### src/rtl/unpack_pkg.sv
// Shared constants and types for the FP MAC operand unpacker.
// Imported by unpack_lane and unpack_pipe.
package unpack_pkg;

   localparam logic OP_HALF   = 1'b0;
   localparam logic OP_SINGLE = 1'b1;

   localparam int FP32_EXP_W = 8;
   localparam int FP32_MAN_W = 23;
   localparam int FP16_EXP_W = 5;
   localparam int FP16_MAN_W = 10;

   localparam int CLS_ZERO = 0;
   localparam int CLS_INF  = 1;
   localparam int CLS_NAN  = 2;

   typedef struct packed {
      logic        s;
      logic [7:0]  e;
      logic [11:0] H;
      logic [11:0] L;
      logic [2:0]  cls;
   } unpacked_t;

endpackage

### src/rtl/unpack_lane.sv
// Combinational unpack of one 32-bit operand word (fp16 or fp32).
// Ports: i_w word, i_op 0=fp16/1=fp32, o_u sign/exp/H/L/class.
module unpack_lane
   import unpack_pkg::*;
(
   input  logic [31:0] i_w,
   input  logic        i_op,
   output unpacked_t   o_u
);

   logic [FP32_EXP_W-1:0] w_e32;
   logic [FP32_MAN_W-1:0] w_m32;
   logic [FP16_EXP_W-1:0] w_e16;
   logic [FP16_MAN_W-1:0] w_m16;
   logic                  w_ez;
   logic                  w_eo;
   logic                  w_mz;
   logic                  w_h;

   assign w_e32 = i_w[30:23];
   assign w_m32 = i_w[22:0];
   assign w_e16 = i_w[14:10];
   assign w_m16 = i_w[9:0];

   assign w_ez = (i_op == OP_SINGLE) ? (w_e32 == '0) : (w_e16 == '0);
   assign w_eo = (i_op == OP_SINGLE) ? (&w_e32)      : (&w_e16);
   assign w_mz = (i_op == OP_SINGLE) ? (w_m32 == '0) : (w_m16 == '0);
   assign w_h  = !w_ez;

   always_comb begin
      o_u = '0;
      if (i_op == OP_SINGLE) begin
         o_u.s = i_w[31];
         // subnormals report exponent 1 so they share the scale of the
         // smallest normal; true zero keeps exponent 0
         o_u.e = w_ez ? {7'b0, !w_mz} : w_e32;
         o_u.H = {w_h, w_m32[22:12]};
         o_u.L = w_m32[11:0];
      end else begin
         o_u.s = i_w[15];
         o_u.e = w_ez ? {7'b0, !w_mz} : {3'b0, w_e16};
         o_u.H = '0;
         o_u.L = {1'b0, w_h, w_m16};
      end
      o_u.cls[CLS_ZERO] = w_ez & w_mz;
      o_u.cls[CLS_INF]  = w_eo & w_mz;
      o_u.cls[CLS_NAN]  = w_eo & !w_mz;
   end

endmodule

### src/rtl/unpack_pipe.sv
// Two-stage valid/ready operand unpacker feeding the split multipliers.
// Ports: clk/rst_n/flush, in_* beat (op, x, y lanes), out_* unpacked fields.
module unpack_pipe
   import unpack_pkg::*;
#(
   parameter int LANES   = 4,
   parameter int SPLIT_W = 12
) (
   input  logic                       clk,
   input  logic                       rst_n,
   input  logic                       flush,
   input  logic                       in_valid,
   output logic                       in_ready,
   input  logic                       in_op,
   input  logic [LANES*32-1:0]        in_x,
   input  logic [LANES*32-1:0]        in_y,
   output logic                       out_valid,
   input  logic                       out_ready,
   output logic                       out_op,
   output logic [2*LANES-1:0]         out_s,
   output logic [2*LANES*8-1:0]       out_e,
   output logic [2*LANES*SPLIT_W-1:0] out_H,
   output logic [2*LANES*SPLIT_W-1:0] out_L,
   output logic [2*LANES*3-1:0]       out_cls
);

   localparam int NK = 2 * LANES;

   logic                       r_v1;
   logic                       r_op1;
   logic [LANES*32-1:0]        r_x1;
   logic [LANES*32-1:0]        r_y1;

   logic                       r_v2;
   logic                       r_op2;
   logic [NK-1:0]              r_s2;
   logic [NK*8-1:0]            r_e2;
   logic [NK*SPLIT_W-1:0]      r_H2;
   logic [NK*SPLIT_W-1:0]      r_L2;
   logic [NK*3-1:0]            r_cls2;

   logic                       w_adv1;
   logic                       w_adv2;
   logic [NK-1:0]              w_s;
   logic [NK*8-1:0]            w_e;
   logic [NK*SPLIT_W-1:0]      w_H;
   logic [NK*SPLIT_W-1:0]      w_L;
   logic [NK*3-1:0]            w_cls;

   assign w_adv2   = !r_v2 | out_ready;
   assign w_adv1   = !r_v1 | w_adv2;
   assign in_ready = w_adv1;

   for (genvar k = 0; k < NK; k++) begin : g_lane
      logic [31:0] w_word;
      unpacked_t   w_u;

      if (k < LANES) begin : g_x
         assign w_word = r_x1[32*k +: 32];
      end else begin : g_y
         assign w_word = r_y1[32*(k-LANES) +: 32];
      end

      unpack_lane u_lane (
         .i_w  (w_word),
         .i_op (r_op1),
         .o_u  (w_u)
      );

      assign w_s[k]                   = w_u.s;
      assign w_e[8*k +: 8]            = w_u.e;
      assign w_H[SPLIT_W*k +: SPLIT_W] = w_u.H;
      assign w_L[SPLIT_W*k +: SPLIT_W] = w_u.L;
      assign w_cls[3*k +: 3]          = w_u.cls;
   end

   always_ff @(posedge clk or negedge rst_n) begin
      if (!rst_n) begin
         r_v1 <= 1'b0;
         r_v2 <= 1'b0;
      end else if (flush) begin
         r_v1 <= 1'b0;
         r_v2 <= 1'b0;
      end else begin
         if (w_adv1) r_v1 <= in_valid;
         if (w_adv2) r_v2 <= r_v1;
      end
   end

   // data registers only load when a real beat moves in
   always_ff @(posedge clk or negedge rst_n) begin
      if (!rst_n) begin
         r_op1 <= 1'b0;
         r_x1  <= '0;
         r_y1  <= '0;
      end else if (w_adv1 && in_valid) begin
         r_op1 <= in_op;
         r_x1  <= in_x;
         r_y1  <= in_y;
      end
   end

   always_ff @(posedge clk or negedge rst_n) begin
      if (!rst_n) begin
         r_op2  <= 1'b0;
         r_s2   <= '0;
         r_e2   <= '0;
         r_H2   <= '0;
         r_L2   <= '0;
         r_cls2 <= '0;
      end else if (w_adv2 && r_v1) begin
         r_op2  <= r_op1;
         r_s2   <= w_s;
         r_e2   <= w_e;
         r_H2   <= w_H;
         r_L2   <= w_L;
         r_cls2 <= w_cls;
      end
   end

   assign out_valid = r_v2;
   assign out_op    = r_op2;
   assign out_s     = r_s2;
   assign out_e     = r_e2;
   assign out_H     = r_H2;
   assign out_L     = r_L2;
   assign out_cls   = r_cls2;

endmodule

### config.mk
export PLATFORM = sky130hd
export DESIGN_NAME = unpack_pipe
export DESIGN_NICKNAME = d
export VERILOG_FILES = /design/src/rtl/unpack_pkg.sv /design/src/rtl/unpack_lane.sv /design/src/rtl/unpack_pipe.sv
export SDC_FILE = /design/constraint.sdc
export NUM_CORES = 1
export LEC_CHECK = 0
export BUFFER_PORTS_ARGS = -buffer_cell sky130_fd_sc_hd__buf_2
export CAP_MARGIN = 20
export CELL_PAD_IN_SITES_DETAIL_PLACEMENT = 0
export CELL_PAD_IN_SITES_GLOBAL_PLACEMENT = 1
export CORE_ASPECT_RATIO = 0.5
export CORE_MARGIN = 5
export CORE_UTILIZATION = 28
export DETAILED_ROUTE_END_ITERATION = 8
export GPL_TIMING_DRIVEN = 0
export PLACE_DENSITY_LB_ADDON = 0.1
export SYNTH_ARGS = -nofsm -noshare
export SYNTH_HDL_FRONTEND = slang
export SYNTH_SLANG_ARGS = --single-unit
### constraint.sdc
create_clock -name clk -period 3.2 [get_ports clk]
set_clock_uncertainty 0.05 [all_clocks]
set_input_delay 0.32 -clock clk [delete_from_list [all_inputs] [get_ports clk]]
set_output_delay 0.32 -clock clk [all_outputs]
set_load 0.1 [all_outputs]
==> impl_metrics.tcl <==
set metrics [dict create \
    clkLatencyLatePin_ns 0.62 \
    drc 0 \
    gp_congestion 0.792 \
    fill_cells 8095 \
    cts_buffers 55 \
    fin_area_sq_um 31100 \
    grt_max_degree 111 \
    max_freq_ghz 0.409 \
    cpMostUsedCell "buf_2" \
    relSlewSlack_pct 14.4 \
    cts_max_path_buffers 3 \
    dp_slack_ns 0.716 \
    setup-violations-final 0 \
    cts_tree "yes" \
    fp.dieH_um 210 \
    p_leak_nw 14.8 \
    slew_viol_final 0 \
    die-area_sq_um 86200 \
    global_route.overflow_total 0 \
    drt_iter0_drc 931 \
    first_global_vias 19200 \
    cpMaxStageDelayCell "buf_2" \
    placementRows 73 \
    post-dp-hpwl_um 64100 \
    synth_fp_nets 2222 \
    avgSynthCellArea_sq_um 11.4 \
    antenna_found_initial 5 \
    layout-drive-gt1-share_pct 33.8 \
    layout_worst_path_cycle_share_pct 76.3 \
    status "completed" \
    h-tree-depth 2 \
    area_growth_pct 38.7 \
    die_w_um 410 \
    wl_per_cell_um 22.2 \
    cp_cell_sequence "nor2b_4, nor2b_1, buf_2, buf_2, o311ai_0, a22oi_1" \
    rsz0062_at_grt "false" \
    synth.distinct_cells 36 \
    power.density_nw_per_um2 729 \
    min_path_type "in2async" \
    yosysWarnings 0 \
    path_class "reg2reg" \
    min_period_ns 2.44 \
    tightestPinTransition_ns 1.27 \
    portBuffers 552 \
    ctsResizeCount 0 \
    routed_wirelength_um 87300 \
    slowest_delay_ns 0.57 \
    cts.clk_slew.worst_paths_ns 0.07 \
    vdd_drop_max_v 0.000349 \
    whs_ns 0.157 \
    vias 17800 \
    cp-start-kind "flip-flop" \
    cts.sinks 548 \
    synth_top_flop_cell "dfrtp_1" \
    via_per_inst 4.54 \
    required_ns 3.69 \
    grt_pass1_wl_um 129000 \
    endpoint_kind "flip-flop" \
    cpLargestDelayFamily "buffers and inverters" \
    cts-root-buf "clkbuf_16" \
    cp.depth 6 \
    p_total_w 0.0227 \
    start_util_pct 28.2 \
    path_buf_inv 2 \
    final_cell_mix "nand2_1 (590), buf_2 (589), dfrtp_1 (548)" \
    dpl_cell_area_sq_um 26700 \
    syn_area_sq_um 22400 \
    track_usage_pct 20.0 \
    synthCells 1960 \
    cp_data_arrival_time_ns 2.93 \
    ant_nets 0 \
    final-hold-violation-count 0 \
    layout_commonest_cell "nand2_1" \
    critPathLaunch "out_valid$_DFFE_PN0P_" \
    cts_setup_buffers 0 \
    cap_viol_max_count 0 \
    r2r-start "out_valid$_DFFE_PN0P_" \
    ys_ff_latch 548 \
    crit_fanout 11 \
    r2r_cells 6 \
    yosysSeqAreaShare_pct 61.1 \
    coreArea_sq_um 79500 \
    worst_slack_ns 0.757 \
    finalNetCount 3099 \
    async_flop_share_pct 100 \
    drtPass1Iterations 4 \
    ios 553 \
    synth_edf_count 0 \
]
-- path summary, 6_finish.rpt --
| check | to | slack, ns |
|---|---|---|
| setup / recovery | out_e[8]$_DFFE_PN0P_ | 0.76 |
| hold / removal | out_L[78]$_DFFE_PN0P_ | 0.16 |
| setup reg to reg | out_e[8]$_DFFE_PN0P_ | 0.76 |
| hold reg to reg | out_L[19]$_DFFE_PN0P_ | 0.42 |
| max in group asynchronous | r_x1[41]$_DFFE_PN0P_ | 1.18 |
| min in group clk | r_v1$_DFFE_PN0P_ | 0.38 |
-- cells in the mapped netlist, drive strengths merged, types with 5 or more instances --
cell    number  area, sq um
mux2       261         2940
nand2      590         2210
nor2b        6         45.0
a21oi       13         65.1
nor3b        5         37.5
nor4        60          596
dfrtp      548        13700
nand4       16          100
nor2        11         41.3
clkbuf      38          143
inv          9         33.8
nand2b       5         31.3
nand3       24          120
buf         78          498
o21ai      201         1010
nor3        15         75.1
mux2i       40          400
-- metrics by stage --
step            TNS, ns  utilization [%]  cells
6_report              0             39.2   3932
4_1_cts               0             39.1   3929
3_5_place_dp          0             33.6   3568
2_1_floorplan         0                -   1960
3_3_place_gp   -5918.87             33.4   3562
5_1_grt               0             39.1   3929
-- logic make-up (layout without fill, tap and decap cells) --
family / after synthesis / in the layout / synth area share (%)
DFF: 548 / 548 / 61.1
other: 0 / 3 / 0
and+or+nand+nor: 736 / 736 / 14.7
muxes: 301 / 301 / 14.9
AOI/OAI and AO/OA: 250 / 250 / 6.27
buffers and inverters: 125 / 1044 / 3.01
-- per-layer routing --
layer | vias up | GRT usage (%) | routed length (um)
met5 | - | 0 | 0
li1 | 8463 | - | -
met2 | 273 | 36.3 | 45300
met4 | 0 | 4.36 | 1800
met1 | 9009 | 25.1 | 37100
met3 | 96 | 3.21 | 2990
-- state kept, by name, indices dropped and copies added, names as in the netlist --
signal,cells
r_op1,1
out_valid,1
r_x1,128
out_e,64
r_v1,1
out_cls,24
out_H,96
r_y1,128
out_L,96
out_op,1
out_s,8
-- final cells by class --
class                      instances  area [sq um]  area share, %
antenna                            3          7.51         0.0241
timing repair buffer             820          5560           17.9
clock inverter                    25           239          0.768
multi-input combinational       1287          8050           25.9
inverter                           9          33.8          0.109
sequential                       548         13700           44.1
tap                             1050          1310           4.22
clock buffer                      74          1560           5.01
buffer                           116           641           2.06
-- power by group --
group	switching [W]	total, W	leakage (nW)	internal (W)
Clock	0.00301	0.00674	0.903	0.00373
Combinational	0.00595	0.00740	7.14	0.00145
Sequential	0.000697	0.00855	6.73	0.00785
Total	0.00966	0.0227	14.8	0.0130
-- timing repair --
item | in CTS | in global routing
endpoints found under the setup margin | 0 | 0
endpoints found under the hold margin | 321 | 0
hold buffers | 262 | 0
(Power assumes the default switching activity.)
